[src/rtl/apb_master_arbiter.sv]
// Round-robin arbiter that shares one APB requester port among NUM_REQ clients.
// One transfer in flight: grant, SETUP, ACCESS (with wait states and timeout), response pulse.
module apb_master_arbiter #(
  parameter int NUM_REQ = 2,
  parameter int ADDR_W  = 32,
  parameter int DATA_W  = 32,
  parameter int TIMEOUT = 16
) (
  input  logic                       PCLK,
  input  logic                       PRESET,
  input  logic [NUM_REQ-1:0]         req_valid,
  output logic [NUM_REQ-1:0]         req_ready,
  input  logic [NUM_REQ-1:0]         req_write,
  input  logic [NUM_REQ*ADDR_W-1:0]  req_addr,
  input  logic [NUM_REQ*DATA_W-1:0]  req_wdata,
  input  logic [NUM_REQ*DATA_W/8-1:0] req_strb,
  output logic [NUM_REQ-1:0]         rsp_valid,
  output logic [DATA_W-1:0]          rsp_rdata,
  output logic                       rsp_error,
  output logic                       PSEL,
  output logic                       PENABLE,
  output logic                       PWRITE,
  output logic [ADDR_W-1:0]          PADDR,
  output logic [DATA_W-1:0]          PWDATA,
  output logic [DATA_W/8-1:0]        PSTRB,
  input  logic [DATA_W-1:0]          PRDATA,
  input  logic                       PREADY,
  input  logic                       PERROR
);

  localparam int SW = DATA_W / 8;
  localparam int GW = $clog2(NUM_REQ);
  localparam int CW = $clog2(TIMEOUT);

  // The state names the phase currently visible on the registered bus outputs.
  typedef enum logic [1:0] {S_IDLE, S_SETUP, S_ACCESS, S_RESP} state_e;

  state_e              state_q, state_d;
  logic                pend_q, pend_d;
  logic [GW-1:0]       last_grant_q, last_grant_d;
  logic [GW-1:0]       gnt_q, gnt_d;
  logic                write_q, write_d;
  logic [ADDR_W-1:0]   addr_q, addr_d;
  logic [DATA_W-1:0]   wdata_q, wdata_d;
  logic [SW-1:0]       strb_q, strb_d;
  logic [CW-1:0]       wait_cnt_q, wait_cnt_d;
  logic [NUM_REQ-1:0]  req_ready_q, req_ready_d;
  logic [NUM_REQ-1:0]  rsp_valid_q, rsp_valid_d;
  logic [DATA_W-1:0]   rsp_rdata_q, rsp_rdata_d;
  logic                rsp_error_q, rsp_error_d;
  logic                psel_q, psel_d;
  logic                penable_q, penable_d;

  logic                any_valid;
  logic [GW-1:0]       gnt_idx;
  logic                finish;

  // Round-robin scan starting just after the last granted client.
  always_comb begin
    // NOTE: every combinational output gets a default first so no latch is inferred.
    any_valid = 1'b0;
    gnt_idx   = last_grant_q;
    for (int off = 1; off <= NUM_REQ; off++) begin
      logic [GW-1:0] idx;
      idx = GW'((int'(last_grant_q) + off) % NUM_REQ);
      if (!any_valid && req_valid[idx]) begin
        any_valid = 1'b1;
        gnt_idx   = idx;
      end
    end
  end

  always_comb begin
    state_d      = state_q;
    pend_d       = pend_q;
    last_grant_d = last_grant_q;
    gnt_d        = gnt_q;
    write_d      = write_q;
    addr_d       = addr_q;
    wdata_d      = wdata_q;
    strb_d       = strb_q;
    wait_cnt_d   = wait_cnt_q;
    req_ready_d  = '0;
    rsp_valid_d  = '0;
    rsp_rdata_d  = '0;
    rsp_error_d  = 1'b0;
    psel_d       = 1'b0;
    penable_d    = 1'b0;
    finish       = 1'b0;

    // Arbitration also runs in RESP so a new grant overlaps the response cycle.
    if (((state_q == S_IDLE && !pend_q) || state_q == S_RESP) && any_valid) begin
      req_ready_d[gnt_idx] = 1'b1;
      last_grant_d         = gnt_idx;
      gnt_d                = gnt_idx;
      write_d              = req_write[gnt_idx];
      addr_d               = req_addr[gnt_idx*ADDR_W +: ADDR_W];
      wdata_d              = req_wdata[gnt_idx*DATA_W +: DATA_W];
      strb_d               = req_write[gnt_idx] ? req_strb[gnt_idx*SW +: SW] : '0;
      pend_d               = 1'b1;
    end

    case (state_q)
      S_IDLE: begin
        if (pend_q) begin
          state_d = S_SETUP;
          pend_d  = 1'b0;
          psel_d  = 1'b1;
        end
      end
      S_SETUP: begin
        state_d   = S_ACCESS;
        psel_d    = 1'b1;
        penable_d = 1'b1;
      end
      S_ACCESS: begin
        psel_d    = 1'b1;
        penable_d = 1'b1;
        if (PREADY) begin
          finish      = 1'b1;
          rsp_rdata_d = write_q ? '0 : PRDATA;
          rsp_error_d = PERROR;
        end else if (wait_cnt_q == CW'(TIMEOUT - 1)) begin
          finish      = 1'b1;
          rsp_error_d = 1'b1;
        end else begin
          wait_cnt_d = wait_cnt_q + CW'(1);
        end
        if (finish) begin
          state_d              = S_RESP;
          psel_d               = 1'b0;
          penable_d            = 1'b0;
          rsp_valid_d[gnt_q]   = 1'b1;
          wait_cnt_d           = '0;
        end
      end
      S_RESP: begin
        state_d    = S_IDLE;
        wait_cnt_d = '0;
      end
      default: state_d = S_IDLE;
    endcase
  end

  always_ff @(posedge PCLK or posedge PRESET) begin
    if (PRESET) begin
      state_q      <= S_IDLE;
      pend_q       <= 1'b0;
      last_grant_q <= GW'(NUM_REQ - 1);
      gnt_q        <= '0;
      write_q      <= 1'b0;
      addr_q       <= '0;
      wdata_q      <= '0;
      strb_q       <= '0;
      wait_cnt_q   <= '0;
      req_ready_q  <= '0;
      rsp_valid_q  <= '0;
      rsp_rdata_q  <= '0;
      rsp_error_q  <= 1'b0;
      psel_q       <= 1'b0;
      penable_q    <= 1'b0;
    end else begin
      // NOTE: non-blocking assignments so every register samples pre-edge values.
      state_q      <= state_d;
      pend_q       <= pend_d;
      last_grant_q <= last_grant_d;
      gnt_q        <= gnt_d;
      write_q      <= write_d;
      addr_q       <= addr_d;
      wdata_q      <= wdata_d;
      strb_q       <= strb_d;
      wait_cnt_q   <= wait_cnt_d;
      req_ready_q  <= req_ready_d;
      rsp_valid_q  <= rsp_valid_d;
      rsp_rdata_q  <= rsp_rdata_d;
      rsp_error_q  <= rsp_error_d;
      psel_q       <= psel_d;
      penable_q    <= penable_d;
    end
  end

  assign req_ready = req_ready_q;
  assign rsp_valid = rsp_valid_q;
  assign rsp_rdata = rsp_rdata_q;
  assign rsp_error = rsp_error_q;
  assign PSEL      = psel_q;
  assign PENABLE   = penable_q;
  assign PWRITE    = write_q;
  assign PADDR     = addr_q;
  assign PWDATA    = wdata_q;
  assign PSTRB     = strb_q;

endmodule

[config.mk]
export PLATFORM = sky130hd
export DESIGN_NAME = apb_master_arbiter
export DESIGN_NICKNAME = d
export VERILOG_FILES = /design/src/rtl/apb_master_arbiter.sv
export SDC_FILE = /design/constraint.sdc
export NUM_CORES = 1
export LEC_CHECK = 0
export BUFFER_PORTS_ARGS = -buffer_cell sky130_fd_sc_hd__clkbuf_2
export CAP_MARGIN = 25
export CORE_MARGIN = 2
export CORE_UTILIZATION = 30
export CTS_BUF_LIST = sky130_fd_sc_hd__clkbuf_8 sky130_fd_sc_hd__clkbuf_16
export DETAILED_ROUTE_END_ITERATION = 12
export SYNTH_ARGS = -nofsm -noshare
export SYNTH_HDL_FRONTEND = slang
export SYNTH_SLANG_ARGS = --single-unit
[constraint.sdc]
create_clock -name PCLK -period 6.95 [get_ports PCLK]
set_clock_uncertainty 0.15 [all_clocks]
set_input_delay 1.0425 -clock PCLK [delete_from_list [all_inputs] [get_ports PCLK]]
set_output_delay 1.0425 -clock PCLK [all_outputs]
set_load 0.01 [all_outputs]
==> summary.md <==
| Metric | Value |
|---|---|
| Share of layout cells above drive strength 1 | `40.7%` |
| Mapped cell area | `4900 sq um` |
| Yosys warnings | `0` |
| DR WL/cell | `13.9 microns` |
| Fin crit share | `39.6%` |
| Crit Path Max Fanout | `80` |
| Clk buf depth | `2` |
| Num ports | `284` |
| Post-cts resize count | `0` |
| Final critical-path required period | `between 2 and 3 ns` |
| First-pass GRT wire length | `23.0 mm` |
| Pwr Density | `437 nW/um^2` |
| Cell row count | `46` |
| Hold Vio Cnt, Final | `0` |
| Worst-margin pin slew | `0.828 ns` |
| GR Util met3 | `approximately 5.2%` |
| DRT Pass-1 Iters | `4` |
| Register area share after synthesis | `between 50% and 60%` |
| Top_reg_cell synth | `dfrtp_1` |
| Busiest grt layer | `met2` |
| Worst-Skew Late Latency | `0.41 ns` |
| Leading cell type in the layout, fill and taps excluded | `clkbuf_2` |
| CTS tree | `built` |
| Max_slew headroom | `around 45%` |
| Hold Crit Class | `reg2reg` |
| IO buf count | `between 200 and 300` |
| Clock transition at path regs | `0.06 ns` |
| Clk sinks | `117` |
| Yosys top cell area share | `between 50% and 60%` |
| FF+latch count, synth | `117` |
| Max frequency | `about 360 MHz` |
| DR DRC count | `0` |
| Max Cap Viol | `0` |
| Bufs and invs on worst path | `2` |
| H-tree levels | `4` |
| Post-synth ARST share | `100%` |
| RSZ-0062 raised after global routing | `no` |
| Hold-fix buffers, CTS | `0` |
| Synth-to-Final Area Change | `43.0%` |
| Fin nets | `approximately 970` |
| Final ANT Viol Nets | `0` |
| Final Wtd Congestion | `just over 0.8` |
| Largest stage delay on the critical path | `0.67 ns` |
| Grt met2 use | `between 20% and 30%` |
| Count of cell types in the netlist | `33` |
| Iteration-0 DRC Markers | `157` |
| Post-Synthesis Cells | `510` |
| Core Util, Final | `a little over two fifths` |
| Yosys top cell by area | `dfrtp_1` |
| Post-CTS Setup Repair Bufs | `0` |
| EDFF count, synth | `0` |
| Vias in the first global route | `4,376` |
| Final setup fails | `0` |
| Outcome | `completed` |
| Startpoint types | `flip-flop` |
| Post-Route WL | `14.0 mm` |
| GR Util All Layers | `16.8%` |
| Synth Area per Inst | `9.61 sq um` |
| CP Data Required Time | `7.13 ns` |
| CTS root buf | `clkbuf_16` |
| CP endpoint kind | `flip-flop` |
| Full die area | `17,400 sq um` |
| CP max-delay cell | `buf_4` |
| Hold WS | `~0.28 ns` |
| Pin count of the biggest net entering global routing | `81` |
| Starting Density | `30.7%` |
| Crit Path Category | `reg2reg` |
| Delay-heaviest family, CP | `buffers and inverters` |
| Met1 Track Usage GR | `a little over a fifth` |
| Post-synth net total | `692` |
| Routed via count | `4,497` |
| Maximum VDD drop | `0.000199 V` |
| Total inserted antenna cells | `0` |
| Die height | `132 microns` |
| Routed vias/inst | `4.44` |
| Core area | `15,900 sq um` |
| CTS buffer count | `17` |
| Worst-path cell chain | `inv_1 -> ha_1 -> nor2b_4 -> o22a_4 -> buf_4 -> nor2_1 -> a31oi_1` |
| Most frequent cells in the layout | `283 x clkbuf_2, 131 x nand2_1, 116 x dfrtp_1, 83 x nor2_1, 69 x a31oi_1` |
| Initial antenna violation count | `0` |
| Leak | `3.69 nW` |
| Area contributors post-synth | `dfrtp_1 59%, nand2_1 10%, a31oi_1 8.8%, nor2_1 6.4%, and2_1 4.1%` |
| Die Width | `roughly 130 microns` |
| Congestion Overflow GR | `0` |
| Crit path arrival time | `2.93 ns` |
| Hpwl dp | `roughly 10 mm` |
| Fin Setup TNS | `0 ns` |
| Max Slew Vio Count | `0` |
[stage by stage]
step | cell area (sq um) | setup slack, ns | cells | total power, W
floorplan | 4900 | 2.66 | 510 | 0.00185
global placement | 6440 | 3.98 | 981 | 0.00224
detailed placement | 6440 | 3.92 | 981 | 0.00226
CTS | 7010 | 4.19 | 1013 | 0.00311
global route | 7010 | 3.92 | 1013 | 0.00330
finish | 7010 | 4.20 | 1013 | 0.00307
[layout make-up]
type	instances	area (sq um)
clock inverter	15	143
tap	216	270
fill	1615	8930
inverter	6	25.0
timing repair buffer	287	1450
clock buffer	17	425
multi-input combinational	355	1770
sequential	117	2930
[logic make-up after synthesis]
logic type / Yosys count / share of synthesized area [%]
AND/OR/NAND/NOR: 263 / 22.5
AO/OA/AOI/OAI: 81 / 10.5
multiplexers: 5 / 1.40
flip-flops: 117 / 59.8
adder cells (fa/ha/maj): 6 / 1.53
buffers and inverters: 38 / 4.26
[synth_stat cells, types with 2 or more instances]
cell type / number
nand2_1: 131
dfrtp_1: 116
nor2_1: 83
a31oi_1: 69
and2_1: 32
buf_2: 20
nand3_1: 9
buf_4: 7
ha_1: 6
inv_1: 6
a21oi_1: 3
clkbuf_1: 3
buf_6: 2
mux2i_1: 2
nor3_1: 2
o21ai_0: 2
[where the power goes]
| part | switching [W] | total (W) | internal (W) | leakage, nW |
|---|---|---|---|---|
| clock network | 0.000319 | 0.000841 | 0.000522 | 0.279 |
| logic | 0.000680 | 0.00113 | 0.000451 | 1.99 |
| registers | 0.000145 | 0.00109 | 0.000948 | 1.42 |
[per-layer routing]
| layer | share of wire [%] | vias to the layer above |
|---|---|---|
| met3 | 7.2 | 17 |
| li1 | - | 2242 |
| met4 | 1.8 | 0 |
| met5 | 0 | - |
| met2 | 48 | 201 |
| met1 | 43 | 2037 |
[state kept, by name, summed over array words and instances, names as in the netlist]
name	flops
wait_cnt_q	4
PSTRB	4
PADDR	32
PWDATA	32
req_ready	2
PENABLE	1
gnt_q	1
PSEL	1
rsp_error	1
rsp_rdata	32
PWRITE	1
last_grant_q	1
pend_q	1
state_q	2
rsp_valid	2
[worst paths after layout]
check                                 from  depth (start not counted)           end  slack [ns]
worst max register to register  state_q[0]                          7    PWDATA[13]        4.20
worst max-delay path            state_q[0]                          7    PWDATA[13]        4.20
max in group asynchronous           PRESET                          3      PADDR[9]        4.82
worst min-delay path                 gnt_q                          1  rsp_valid[0]        0.28
worst min register to register       gnt_q                          1  rsp_valid[0]        0.28
min in group asynchronous           PRESET                          2    PWDATA[15]        0.60
Power figures use the tool's default switching activity.
